## config.mk

```make
export PLATFORM = sky130hd
export DESIGN_NAME = mips32_mem_arbiter
export DESIGN_NICKNAME = d
export VERILOG_FILES = /design/src/rtl/mips32_arb_pkg.sv /design/src/rtl/mips32_arb_prio.sv /design/src/rtl/mips32_mem_arbiter.sv
export SDC_FILE = /design/constraint.sdc
export NUM_CORES = 1
export LEC_CHECK = 0
export BUFFER_PORTS_ARGS = -buffer_cell sky130_fd_sc_hd__clkbuf_2
export CORE_AREA = 2 2 109 111
export DETAILED_ROUTE_END_ITERATION = 8
export DIE_AREA = 0 0 111 113
export HOLD_SLACK_MARGIN = 0.05
export PLACE_DENSITY = 0.73
export SYNTH_ARGS = -nofsm -noshare
export SYNTH_HDL_FRONTEND = slang
export SYNTH_HIERARCHICAL = 1
export SYNTH_SLANG_ARGS = --single-unit
```

## constraint.sdc

```tcl
create_clock -name clk1 -period 2.1 [get_ports clk1]
set_input_delay 0.105 -clock clk1 [delete_from_list [all_inputs] [get_ports clk1]]
set_output_delay 0.105 -clock clk1 [all_outputs]
set_load 0.01 [all_outputs]
```

## src/rtl/mips32_arb_pkg.sv

```systemverilog
// Shared types and constants for the MIPS32 unified-memory arbiter.
// Contents: FSM state enum, requester/owner enum, data word width,
// default word-address width and one-hot winner bit positions.
package mips32_arb_pkg;

    localparam int unsigned WORD_W     = 32;
    localparam int unsigned DEFAULT_AW = 10;

    // One-hot winner vector layout produced by the priority picker
    localparam int unsigned WIN_W  = 3;
    localparam int unsigned WIN_IF = 0;
    localparam int unsigned WIN_DM = 1;
    localparam int unsigned WIN_LD = 2;

    typedef enum logic {
        ARB_IDLE,
        ARB_WAIT_RD
    } arb_state_e;

    typedef enum logic [1:0] {
        REQ_NONE,
        REQ_IF,
        REQ_DM,
        REQ_LD
    } req_e;

endpackage

```

## src/rtl/mips32_arb_prio.sv

```systemverilog
// Combinational priority picker for the unified-memory arbiter.
// Ports:
//   if_req, dm_req, ld_req : raw requests
//   halted_i               : core halted, enables the loader
//   starve_sat             : IF has been denied long enough to be promoted
//   winner                 : one-hot {LD, DM, IF}, all-zero when nobody asks
module mips32_arb_prio
    import mips32_arb_pkg::*;
(
    input  logic             if_req,
    input  logic             dm_req,
    input  logic             ld_req,
    input  logic             halted_i,
    input  logic             starve_sat,
    output logic [WIN_W-1:0] winner
);

    // Loader first, then a starved IF, then DM, then IF
    always_comb begin
        winner = '0;
        if (halted_i && ld_req) begin
            winner[WIN_LD] = 1'b1;
        end else if (if_req && starve_sat) begin
            winner[WIN_IF] = 1'b1;
        end else if (dm_req) begin
            winner[WIN_DM] = 1'b1;
        end else if (if_req) begin
            winner[WIN_IF] = 1'b1;
        end
    end

endmodule

```

## src/rtl/mips32_mem_arbiter.sv

```systemverilog
// Single-ported unified-memory arbiter for the MIPS32 pipelined core.
// Shares one word-addressed memory between instruction fetch (IF), data
// access (DM) and a program loader (LD, only while halted). One read may
// be outstanding; writes complete in the grant cycle.
// Ports:
//   clk1, reset              : clock, synchronous active-high reset
//   halted_i                 : core halted, enables the LD port
//   if_*                     : IF read request / grant / response
//   dm_*                     : DM load/store request / grant / response
//   ld_*                     : loader write request / grant
//   mem_*                    : memory macro interface (read data RD_LAT later)
//   busy                     : a read is in flight
//   stat_if_wait/stat_dm_wait: wait-cycle counters
// Build option: define MEM_ARB_STATS_EN to implement the wait-cycle
// counters; otherwise both stat outputs are tied to zero.
module mips32_mem_arbiter
    import mips32_arb_pkg::*;
#(
    parameter int unsigned AW         = DEFAULT_AW,
    parameter int unsigned RD_LAT     = 1,
    parameter int unsigned STARVE_MAX = 4
) (
    input  logic              clk1,
    input  logic              reset,
    input  logic              halted_i,
    input  logic              if_req,
    input  logic [AW-1:0]     if_addr,
    output logic              if_gnt,
    output logic              if_rvalid,
    output logic [WORD_W-1:0] if_rdata,
    input  logic              dm_req,
    input  logic              dm_we,
    input  logic [AW-1:0]     dm_addr,
    input  logic [WORD_W-1:0] dm_wdata,
    output logic              dm_gnt,
    output logic              dm_rvalid,
    output logic [WORD_W-1:0] dm_rdata,
    input  logic              ld_req,
    input  logic [AW-1:0]     ld_addr,
    input  logic [WORD_W-1:0] ld_wdata,
    output logic              ld_gnt,
    output logic              mem_en,
    output logic              mem_we,
    output logic [AW-1:0]     mem_addr,
    output logic [WORD_W-1:0] mem_wdata,
    input  logic [WORD_W-1:0] mem_rdata,
    output logic              busy,
    output logic [15:0]       stat_if_wait,
    output logic [15:0]       stat_dm_wait
);

    localparam int unsigned CW = 3;
    localparam int unsigned SW = $clog2(STARVE_MAX + 2);

    arb_state_e       state, state_nxt;
    req_e             owner, owner_nxt;
    logic [CW-1:0]    rd_cnt, rd_cnt_nxt;
    logic [SW-1:0]    starve, starve_nxt;
    logic             starve_sat;
    logic [WIN_W-1:0] winner;
    logic             if_rvalid_nxt, dm_rvalid_nxt;

    assign starve_sat = (starve == SW'(STARVE_MAX));
    assign busy       = (state != ARB_IDLE);

    mips32_arb_prio u_prio (
        .if_req     (if_req),
        .dm_req     (dm_req),
        .ld_req     (ld_req),
        .halted_i   (halted_i),
        .starve_sat (starve_sat),
        .winner     (winner)
    );

    // Next-state, grants and memory strobe; everything is quiet in reset
    always_comb begin
        state_nxt     = state;
        owner_nxt     = owner;
        rd_cnt_nxt    = rd_cnt;
        starve_nxt    = starve;
        if_rvalid_nxt = 1'b0;
        dm_rvalid_nxt = 1'b0;
        if_gnt        = 1'b0;
        dm_gnt        = 1'b0;
        ld_gnt        = 1'b0;
        mem_en        = 1'b0;
        mem_we        = 1'b0;
        mem_addr      = '0;
        mem_wdata     = '0;

        if (!reset) begin
            case (state)
                ARB_IDLE: begin
                    if (winner[WIN_LD]) begin
                        ld_gnt    = 1'b1;
                        mem_en    = 1'b1;
                        mem_we    = 1'b1;
                        mem_addr  = ld_addr;
                        mem_wdata = ld_wdata;
                    end else if (winner[WIN_DM]) begin
                        dm_gnt    = 1'b1;
                        mem_en    = 1'b1;
                        mem_we    = dm_we;
                        mem_addr  = dm_addr;
                        mem_wdata = dm_wdata;
                        if (!dm_we) begin
                            state_nxt  = ARB_WAIT_RD;
                            owner_nxt  = REQ_DM;
                            rd_cnt_nxt = CW'(RD_LAT);
                        end
                    end else if (winner[WIN_IF]) begin
                        if_gnt     = 1'b1;
                        mem_en     = 1'b1;
                        mem_addr   = if_addr;
                        state_nxt  = ARB_WAIT_RD;
                        owner_nxt  = REQ_IF;
                        rd_cnt_nxt = CW'(RD_LAT);
                    end

                    // Only arbitration cycles count as IF starvation
                    if (if_req && !if_gnt && !starve_sat) begin
                        starve_nxt = starve + SW'(1);
                    end
                end
                ARB_WAIT_RD: begin
                    rd_cnt_nxt = rd_cnt - CW'(1);
                    // Data is on mem_rdata in the last countdown cycle
                    if (rd_cnt == CW'(1)) begin
                        if_rvalid_nxt = (owner == REQ_IF);
                        dm_rvalid_nxt = (owner == REQ_DM);
                        owner_nxt     = REQ_NONE;
                        state_nxt     = ARB_IDLE;
                    end
                end
                default: begin
                    state_nxt = ARB_IDLE;
                end
            endcase

            if (!if_req || if_gnt) begin
                starve_nxt = '0;
            end
        end
    end

    // State, owner, counters and the registered read responses
    always_ff @(posedge clk1) begin
        if (reset) begin
            state     <= ARB_IDLE;
            owner     <= REQ_NONE;
            rd_cnt    <= '0;
            starve    <= '0;
            if_rvalid <= 1'b0;
            dm_rvalid <= 1'b0;
            if_rdata  <= '0;
            dm_rdata  <= '0;
        end else begin
            state     <= state_nxt;
            owner     <= owner_nxt;
            rd_cnt    <= rd_cnt_nxt;
            starve    <= starve_nxt;
            if_rvalid <= if_rvalid_nxt;
            dm_rvalid <= dm_rvalid_nxt;
            if (if_rvalid_nxt) begin
                if_rdata <= mem_rdata;
            end
            if (dm_rvalid_nxt) begin
                dm_rdata <= mem_rdata;
            end
        end
    end

`ifdef MEM_ARB_STATS_EN
    logic [15:0] if_wait_q, dm_wait_q;

    // Saturating wait-cycle counters, busy cycles included
    always_ff @(posedge clk1) begin
        if (reset) begin
            if_wait_q <= '0;
            dm_wait_q <= '0;
        end else begin
            if (if_req && !if_gnt && (if_wait_q != 16'hFFFF)) begin
                if_wait_q <= if_wait_q + 16'd1;
            end
            if (dm_req && !dm_gnt && (dm_wait_q != 16'hFFFF)) begin
                dm_wait_q <= dm_wait_q + 16'd1;
            end
        end
    end

    assign stat_if_wait = if_wait_q;
    assign stat_dm_wait = dm_wait_q;
`else
    assign stat_if_wait = '0;
    assign stat_dm_wait = '0;
`endif

endmodule

```

==> impl_metrics.json, run 1 <==
{
  "path_max_fanout": 6,
  "ys_ff_latch": 75,
  "clk_pin_slew_ns": 0.06,
  "yosys_warnings": 6,
  "violations": "setup timing",
  "drc_errors": 0,
  "vias_per_cell": 5.31,
  "ios": 279,
  "synth_edf_count": 0,
  "synth_ff_type": "dfxtp_1",
  "numCtsBuffers": 9,
  "die_area_mm2": 0.0125,
  "min_period_ns": 2.44,
  "gp_congestion": 1.06,
  "cts_tree": "yes",
  "rr_endpoint": "starve[0]$_SDFFE_PP0P_",
  "fin_setup_tns_ns": -11.43,
  "worst_slack_ns": -0.345,
  "finalSetupViolCount": 45,
  "fin_util_pct": 57.3,
  "synthCells": 483,
  "start_util_pct": 35.5,
  "netlist_area_mm2": 0.00400,
  "drv_cap": 0,
  "cp.arrival_ns": 2.34,
  "finClkSkew_ns": 0.00498,
  "critPathCaptureType": "primary output",
  "vias": 4878,
  "critPathKind": "reg2out",
  "synth_cell_types": 43,
  "die_w_um": 111,
  "grt_usage_pct": 25.9,
  "finalHoldViolations": 0,
  "drive_gt1_share_pct": 46.2,
  "grt_overflow": 0,
  "timing.rr.start": "starve[0]$_SDFFE_PP0P_",
  "rsz0062_at_grt": "true",
  "clk_latency_ns": 0.33,
  "start_kind": "flop",
  "h-tree-depth": 3,
  "wire_per_inst_um": 19.1,
  "reg2reg_slack_ns": 0.05,
  "ant_nets": 0,
  "fp.dieH_um": 113,
  "io_buffer_count": 246,
  "status": "finished with violations",
  "area_growth_pct": 61.3,
  "hold_path.startpoint": "if_req",
  "antenna_found_initial": 4,
  "slew_headroom_pct": 50.5,
  "dp_slack_ns": -0.153,
  "first_pass_iters": 5,
  "clock-root-buffer": "clkbuf_16",
  "reg2reg_depth": 11,
  "fmax_mhz": 409,
  "fin_nets": 904,
  "placed_cells": 853,
  "stdcell_count": 919,
  "dpl.hpwl_um": 12300,
  "rows": 39,
  "drv_slew": 0,
  "grt_max_degree": 72,
  "power_density_mw_per_mm2": 599,
  "peakVddDrop_mv": 0.363,
  "tightest_slew_ns": 0.743,
  "synthArstFlopShare_pct": 0,
  "drt_iter0_markers": 352,
  "avgSynthCellArea_um2": 8.29,
  "ys_seq_area_share_pct": 37.5,
  "first_global_vias": 4562,
  "coreArea_mm2": 0.0113,
  "drt_wl_total_um": 17600,
  "cts_sinks": 75,
  "period_share_pct": 116,
  "required_ns": 2.00,
  "grt_pass1_wl_um": 25500,
  "holdPathEnd": "starve[2]$_SDFFE_PP0P_",
  "holdPathStages": 3,
  "cts_buffer_depth": 2,
  "hold_class": "in2reg",
  "p_leak_nw": 3.34
}
-- critical path, cell delays in order, from the launching register on --
cell and delay, ns:
dfxtp_2 0.34, inv_2 0.05, ha_4 0.16, nand2_4 0.06
inv_4 0.04, nand2_1 0.06, and3_4 0.21, or3b_4 0.42
nor2_8 0.18, buf_6 0.14, a221o_1 0.18, buf_2 0.15
-- routing by layer --
metal | up-vias | GRT usage [%] | routed length [um]
met5 | - | 0 | 13
met4 | 2 | 10.4 | 494
met3 | 34 | 9.91 | 2000
met2 | 318 | 40.9 | 8110
met1 | 2248 | 32.1 | 6980
li1 | 2276 | - | -
-- repair_timing --
action	in CTS	in global routing
gates cloned	1	0
pin swaps	16	18
endpoints found under the setup margin	44	47
hold buffers	32	0
buffers inserted	12	6
hold endpoints to repair	64	0
resized for setup	41	67
-- cells by family (layout without fill, tap and decap cells) --
kind of cell    after synthesis  count (layout)  share of synthesized area [%]
fa+ha+maj                     4               4                           1.25
other cells                   1              36                         0.0937
flops                        75              75                           37.5
simple gates                190             190                           23.8
compound gates              121             121                           24.1
buf+inv                      92             350                           13.3
-- report_power, final --
| part | internal [mW] | leakage [nW] | total, mW | switching [mW] |
|---|---|---|---|---|
| combinational | 0.362 | 2.59 | 0.796 | 0.433 |
| clock | 0.944 | 0.146 | 1.62 | 0.681 |
| sequential | 1.44 | 0.606 | 1.45 | 0.0125 |
-- registers in the layout, indices dropped and copies added (netlist names) --
name	count
rd_cnt	3
busy	1
dm_rvalid	1
if_rdata	32
if_rvalid	1
dm_rdata	32
starve	3
owner	2
-- worst max path at each step --
stage | slack [ns] | endpoint | cells after the start | from
after floorplan | 0.08 | mem_wdata[10] | 10 | starve[0]$_SDFFE_PP0P_
after global placement | -0.19 | mem_addr[8] | 10 | starve[0]$_SDFFE_PP0P_
after detailed placement | -0.15 | mem_addr[8] | 10 | starve[0]$_SDFFE_PP0P_
after CTS | -0.34 | mem_wdata[17] | 12 | starve[1]$_SDFFE_PP0P_
after global routing | -0.39 | mem_addr[8] | 11 | starve[0]$_SDFFE_PP0P_
final | -0.34 | mem_addr[8] | 11 | starve[0]$_SDFFE_PP0P_
-- layout make-up --
class / count / area [um2]
Antenna cell: 4 / 10.0
Clock buffer: 9 / 225
Clock inverter: 7 / 85.1
Fill cell: 979 / 4810
Inverter: 9 / 36.3
Multi-Input combinational cell: 347 / 2330
Sequential cell: 75 / 1500
Tap cell: 143 / 179
Timing Repair Buffer: 325 / 2090
-- cells in the final DEF (no fill, tap or decap), types with 3 or more instances in the layout --
cell | netlist | routed
clkbuf_2 | 0 | 205
dfxtp_1 | 75 | 73
nand2_1 | 69 | 68
o211ai_1 | 64 | 64
nand3_1 | 62 | 62
buf_4 | 35 | 33
conb_1 | 1 | 32
dlygate4sd3_1 | 0 | 32
buf_2 | 10 | 29
a22o_1 | 23 | 22
buf_6 | 1 | 18
nor2b_1 | 14 | 11
clkbuf_16 | 0 | 9
a22o_4 | 0 | 8
a221oi_2 | 0 | 7
nor3_1 | 12 | 6
nor3_2 | 0 | 6
a21oi_1 | 6 | 6
buf_12 | 0 | 6
inv_1 | 8 | 5
nor2_1 | 5 | 5
nand2b_1 | 6 | 5
nand4_1 | 5 | 5
diode_2 | 0 | 4
inv_2 | 1 | 3
ha_1 | 4 | 3
-- through the flow --
step,instance area (um2),total power [mW],hold slack [ns]
global placement,5360,2.12,0.329
detailed placement,5360,2.11,0.331
finish,6460,3.87,0.159
floorplan,4120,1.85,0.228
global route,6450,4.00,0.151
CTS,6300,3.86,0.110
-- cell usage after synthesis (6+ instances only) --
| master | number | area (um2) |
|---|---|---|
| dfxtp_1 | 75 | 1500 |
| nand2_1 | 69 | 259 |
| o211ai_1 | 64 | 480 |
| nand3_1 | 62 | 310 |
| buf_4 | 35 | 263 |
| clkbuf_1 | 32 | 120 |
| a22o_1 | 23 | 201 |
| nor2b_1 | 14 | 87.6 |
| nor3_1 | 12 | 60.1 |
| buf_2 | 10 | 50.1 |
| a221oi_1 | 9 | 78.8 |
| a22o_2 | 9 | 90.1 |
| inv_1 | 8 | 30.0 |
| a21oi_1 | 6 | 30.0 |
| nand2b_1 | 6 | 37.5 |
Note: power is estimated with default switching activity, not from simulation.
==> run 2, diff against run 1 <==
==> constraint.sdc (replaced) <==
create_clock -name clk1 -period 2.1 [get_ports clk1]
set_input_delay 0.105 -clock clk1 [delete_from_list [all_inputs] [get_ports clk1]]
set_output_delay 0.105 -clock clk1 [all_outputs]
set_load 0.1 [all_outputs]
==> impl_metrics.json, run 2 (synthesis gave the netlist of run 1 again) <==
{
  "status": "finished with violations",
  "violations": "setup timing",
  "cts_buffer_depth": 2,
  "multiInputGateArea_mm2": 0.00267,
  "final_common_cell": "clkbuf_2",
  "fillCellCount": 871,
  "drive_gt1_share_pct": 50.2,
  "slew_headroom_pct": 53.8,
  "required_ns": 2.00,
  "cts_sinks": 75,
  "drt_iter0_markers": 409,
  "path_max_fanout": 5,
  "fp.dieH_um": 113,
  "diodes": 0,
  "h-tree-depth": 3,
  "layout_common_cells": "199 x clkbuf_2, 72 x dfxtp_1, 67 x nand2_1, 64 x o211ai_1, 62 x nand3_1",
  "drv_cap": 0,
  "hold_class": "in2reg",
  "seq_area_mm2": 0.00151,
  "clk_pin_slew_ns": 0.06,
  "critPathCaptureType": "primary output",
  "antenna_found_initial": 0,
  "grt_pass1_wl_um": 26300,
  "vias": 4876,
  "numCtsBuffers": 9,
  "clk_latency_ns": 0.34,
  "cp.arrival_ns": 2.30,
  "cts_tree": "yes",
  "grt_max_degree": 71,
  "die_area_mm2": 0.0125,
  "rsz0062_at_grt": "true",
  "io_buffer_count": 246,
  "drt_wl_total_um": 16800,
  "wire_per_inst_um": 18.3,
  "clock-root-buffer": "clkbuf_16",
  "fin_nets": 905,
  "coreArea_mm2": 0.0113,
  "min_period_ns": 2.41,
  "ios": 279,
  "p_leak_nw": 3.68,
  "dpl.hpwl_um": 11400,
  "drc_errors": 0,
  "start_kind": "flop",
  "finalHoldViolations": 0,
  "gp_congestion": 0.906,
  "fin_hold_ws_ns": 0.149,
  "die_w_um": 111,
  "finalSetupViolCount": 45,
  "finClkSkew_ns": 0.00644,
  "peakVddDrop_mv": 0.567,
  "rows": 39,
  "power_density_mw_per_mm2": 661,
  "p_total_mw": 4.98,
  "period_share_pct": 115,
  "worst_slack_ns": -0.306,
  "reg_top3": "dm_rdata: 32 flops, if_rdata: 32 flops",
  "drv_slew": 0,
  "grt_overflow": 0,
  "first_global_vias": 4932,
  "grt_usage_pct": 26.1,
  "ant_nets": 0,
  "first_pass_iters": 6,
  "tightest_slew_ns": 0.693,
  "fmax_mhz": 416,
  "critPathKind": "reg2out",
  "start_util_pct": 35.5,
  "vias_per_cell": 5.32,
  "area_growth_pct": 88.1
}
-- run 2: cell types whose count changed in the layout (fill, tap and decap cells not counted), moves of 4 or more --
| cell | delta |
|---|---|
| clkbuf_2 | -6 |
| buf_12 | +51 |
| nor3_4 | +9 |
| a22o_4 | +23 |
| buf_6 | -12 |
| buf_4 | -6 |
| buf_2 | -29 |
| a22o_1 | -22 |
| nor3_2 | -6 |
| diode_2 | -4 |
| a221oi_2 | -5 |
-- run 2: final cells by class --
class,instances,share of cell area [%]
repair buffers,325,37.1
multi-input cells,348,35.4
flip-flops and latches,75,20.0
clock buffers,9,2.99
well taps,143,2.38
clock inverters,7,1.66
inverters,9,0.482
-- run 2: layer usage --
metal | wire length [um] | track usage [%] | vias to the layer above | share of wire [%]
met5 | 0 | 0 | - | 0
met4 | 385 | 8.25 | 0 | 2.3
met3 | 1250 | 5.73 | 31 | 7.4
li1 | - | - | 2277 | -
met2 | 8950 | 49.7 | 288 | 53
met1 | 6190 | 28.9 | 2280 | 37
-- run 2: per-stage QoR --
step / setup WS [ns] / cell area [um2] / std cells / util (%) / TNS [ns]
6_report: -0.306 / 7530 / 916 / 66.8 / -11.48
5_1_grt: -0.396 / 7530 / 916 / 66.8 / -15.69
4_1_cts: -0.303 / 7490 / 914 / 66.4 / -12.20
3_5_place_dp: -0.0438 / 6490 / 847 / 57.6 / -1.05
3_3_place_gp: 0.0280 / 6490 / 847 / 57.6 / 0
2_1_floorplan: -0.0752 / 4600 / 514 / - / -1.03
-- run 2: report_power, final --
group          internal, mW  switching (mW)  leakage, nW
Clock                  1.17           0.629        0.170
Sequential             1.44          0.0183        0.606
Combinational         0.590            1.13         2.90
Total                  3.20            1.78         3.68
-- run 2: worst max-delay path: stages (launching register included) --
cell and delay (ns):
dfxtp_2 0.34, inv_2 0.04, ha_4 0.16, nand2_4 0.06
inv_4 0.04, nand2_2 0.04, and3_4 0.17, or3b_4 0.41
nor2_8 0.13, buf_12 0.13, clkbuf_16 0.14, a22o_4 0.12
buf_12 0.16
-- run 2: timing repair --
action,CTS,global route
gates resized for setup,24,8
hold endpoints to repair,65,0
pin swaps,9,6
setup endpoints to repair,45,52
setup buffers,16,3
gates cloned,2,1
hold buffers,33,0
-- run 2: path summary, 6_finish.rpt --
path                                                start  slack [ns]                   endpoint  cells after the start
worst max-delay path               starve[1]$_SDFFE_PP0P_       -0.31               mem_wdata[8]                     12
worst min-delay path                               if_req        0.15     starve[1]$_SDFFE_PP0P_                      3
worst max register to register     starve[1]$_SDFFE_PP0P_        0.08     starve[2]$_SDFFE_PP0P_                     11
worst min register to register  if_rdata[10]$_SDFFE_PP0P_        0.49  if_rdata[10]$_SDFFE_PP0P_                      2
==> run 3, diff against run 2 <==
--- a/config.mk
+++ b/config.mk
@@ -5,12 +5,13 @@
 export SDC_FILE = /design/constraint.sdc
 export NUM_CORES = 1
 export LEC_CHECK = 0
+export ABC_AREA = 1
 export BUFFER_PORTS_ARGS = -buffer_cell sky130_fd_sc_hd__clkbuf_2
-export CORE_AREA = 2 2 109 111
+export CORE_MARGIN = 8
+export CORE_UTILIZATION = 37
 export DETAILED_ROUTE_END_ITERATION = 8
-export DIE_AREA = 0 0 111 113
 export HOLD_SLACK_MARGIN = 0.05
-export PLACE_DENSITY = 0.73
+export PLACE_DENSITY = 0.77
 export SYNTH_ARGS = -nofsm -noshare
 export SYNTH_HDL_FRONTEND = slang
 export SYNTH_HIERARCHICAL = 1
==> impl_metrics.json, run 3 <==
{
  "drt_wl_total_um": 16000,
  "drv_cap": 0,
  "rsz0062_at_grt": "true",
  "finClkSkew_ns": 0.00654,
  "first_pass_iters": 4,
  "timing.critical_path.max_delay_family": "simple AND/OR/NAND/NOR gates",
  "slew_headroom_pct": 53.1,
  "yosys_warnings": 6,
  "drive_gt1_share_pct": 42.7,
  "status": "finished with violations",
  "grt_usage_pct": 21.5,
  "power_density_mw_per_mm2": 627,
  "layout_common_cells": "199 x clkbuf_2, 133 x nor2_1, 130 x nand2_1, 72 x dfxtp_1, 50 x buf_12",
  "synth-compound-area-share_pct": 10.3,
  "critPathKind": "reg2out",
  "fillCellCount": 883,
  "grt_pass1_wl_um": 24800,
  "finalSetupViolCount": 22,
  "diodes": 0,
  "drv_slew": 0,
  "p_leak_nw": 3.37,
  "synth_area_leaders": "dfxtp_1 38%, nand2_1 13%, nor2_1 13%",
  "clock-root-buffer": "clkbuf_8",
  "fin_hold_ws_ns": 0.0761,
  "synth_ff_type": "dfxtp_1",
  "cp-startpoint": "starve[0]$_SDFFE_PP0P_",
  "ys_ff_latch": 75,
  "met1Wirelength_um": 5800,
  "multiInputGateArea_mm2": 0.00238,
  "gp_congestion": 0.847,
  "crit_path_top_delay_cell": "dfxtp_2",
  "netSwitchingPower_mw": 1.64,
  "violations": "setup timing",
  "min_period_ns": 2.13,
  "fmax_mhz": 471,
  "fin_setup_tns_ns": -0.216,
  "cts_tree": "yes",
  "synth.most_common_cell": "nand2_1",
  "rows": 37,
  "wire_per_inst_um": 16.3,
  "coreArea_mm2": 0.0103,
  "tightest_slew_ns": 0.703,
  "period_share_pct": 101,
  "final_common_cell": "clkbuf_2",
  "wl_met2_um": 8440,
  "synth_cell_types": 25,
  "io_buffer_count": 246,
  "drt_iter0_markers": 271,
  "grt_max_degree": 69,
  "dp_slack_ns": 0.140,
  "clk_latency_ns": 0.34,
  "design_area_mm2": 0.00674,
  "fp.dieH_um": 119,
  "critPathCaptureType": "primary output",
  "ys_seq_area_share_pct": 38.3,
  "die_w_um": 119,
  "synthArstFlopShare_pct": 0,
  "yosys.area_share.simple_pct": 34.3,
  "drc_errors": 0,
  "dpl.hpwl_um": 12000,
  "numCtsBuffers": 9,
  "synthCells": 588,
  "avgSynthCellArea_um2": 6.66,
  "area_growth_pct": 72.0,
  "pwr-share-comb_pct": 36.2,
  "critPathBufInv": 5,
  "synth_edf_count": 0,
  "synth_top_area_cell": "dfxtp_1",
  "vias_per_cell": 4.68,
  "seq_area_mm2": 0.00151,
  "start_util_pct": 37.9,
  "synth_fa_ha_area_share_pct": 1.28,
  "highest_layer": "met4",
  "p_total_mw": 4.22,
  "yosys-top-cells-count": "140 x nand2_1, 136 x nor2_1, 75 x dfxtp_1, 53 x nand3_1, 47 x inv_1",
  "p_int_mw": 2.58,
  "fin_nets": 976,
  "start_kind": "flop",
  "worst_slack_ns": -0.0254,
  "crit_top_cell": "nand2_2",
  "cts_buffer_depth": 2,
  "die_area_mm2": 0.0141,
  "path_cells": "inv_2 -> ha_4 -> nand2_2 -> inv_2 -> nand2_2 -> nand2_2 -> nor2_4 -> inv_2 -> nand3_4 -> clkinvlp_4 -> nand2_2 -> a31oi_4 -> buf_12",
  "antenna_found_initial": 0,
  "reg_top3": "dm_rdata: 32 flops, if_rdata: 32 flops",
  "finalHoldViolations": 0,
  "h-tree-depth": 3,
  "hold_path.startpoint": "mem_rdata[10]",
  "pwr-share-clk_pct": 29.5,
  "synth_top_family_by_area": "simple AND/OR/NAND/NOR gates",
  "hold_class": "in2reg",
  "ios": 279,
  "first_global_vias": 4751,
  "cts_sinks": 75,
  "cp.arrival_ns": 2.02,
  "grt_overflow": 0,
  "placed_cell_area_mm2": 0.00614,
  "synthMuxAreaShare_pct": 0,
  "dr_wl_met3_um": 1400,
  "required_ns": 2.00,
  "p_seq_share_pct": 34.3,
  "ant_nets": 0,
  "peakVddDrop_mv": 0.490,
  "p_sw_share_pct": 38.9,
  "synth_xor_area_share_pct": 0.224,
  "timing.rr.start": "starve[0]$_SDFFE_PP0P_",
  "synth_top_area_share_pct": 38.3,
  "clk_pin_slew_ns": 0.08,
  "worst_path_largest_cell_delay_ns": 0.34,
  "vias": 4591,
  "netlist_area_mm2": 0.00392,
  "path_max_fanout": 6
}
run 3: power by group through the flow:
stage	registers [mW]	clock network (mW)	logic (mW)
6_report	1.45	1.25	1.53
5_1_grt	1.45	1.34	1.59
4_1_cts	1.45	1.28	1.51
3_5_place_dp	1.48	0	1.44
3_3_place_gp	1.48	0	1.43
2_1_floorplan	1.52	0	0.983
run 3: worst register-to-register path: stages (launching register included):
cell	delay, ns
dfxtp_2	0.34
inv_2	0.05
ha_4	0.15
nand2_2	0.06
inv_2	0.04
nand2_2	0.06
nand2_2	0.07
nor2_4	0.14
inv_2	0.06
nand3_4	0.09
clkinvlp_4	0.16
buf_4	0.17
nand2_1	0.07
nand3_1	0.13
a21oi_1	0.18
run 3: cells by family after synthesis:
| logic type | Yosys count |
|---|---|
| and+or+nand+nor | 335 |
| adders and majority gates | 4 |
| xor gates and xnor gates | 1 |
| other | 1 |
| DFF | 75 |
| AOI/OAI and AO/OA | 54 |
| buffers and inverters | 118 |
run 3: final timing paths:
| check | end | depth (start not counted) | slack (ns) |
|---|---|---|---|
| max | mem_addr[5] | 13 | -0.03 |
| min reg2reg | dm_rdata[18]$_SDFFE_PP0P_ | 2 | 0.47 |
| min | if_rdata[10]$_SDFFE_PP0P_ | 5 | 0.08 |
| max reg2reg | starve[0]$_SDFFE_PP0P_ | 14 | 0.26 |
run 3: layer usage:
| metal | up-vias | track usage [%] |
|---|---|---|
| met5 | - | 0 |
| met4 | 0 | 7.19 |
| met3 | 27 | 8.41 |
| met2 | 189 | 39.8 |
| met1 | 2092 | 21.6 |
| li1 | 2283 | - |
run 3: repair_timing:
| action | CTS | global route |
|---|---|---|
| endpoints found under the hold margin | 9 | 0 |
| hold buffers | 7 | 0 |
| resized for setup | 38 | 7 |
| pin swaps | 13 | 8 |
| cloned | 3 | 0 |
| setup buffers | 4 | 3 |
| endpoints found under the setup margin | 43 | 45 |
run 3: layout make-up:
class	count	area share, %
Clock buffer	9	1.84
Clock inverter	7	1.49
Inverter	51	2.97
Multi-Input combinational cell	426	35.3
Sequential cell	75	22.3
Tap cell	136	2.53
Timing Repair Buffer	275	33.4
Timing Repair inverter	1	0.111
run 3: stage by stage:
step / instances / util [%]
after global placement: 947 / 59.4
after floorplan: 619 / -
final: 980 / 65.3
after detailed placement: 947 / 59.4
after CTS: 977 / 64.6
after global routing: 980 / 65.3
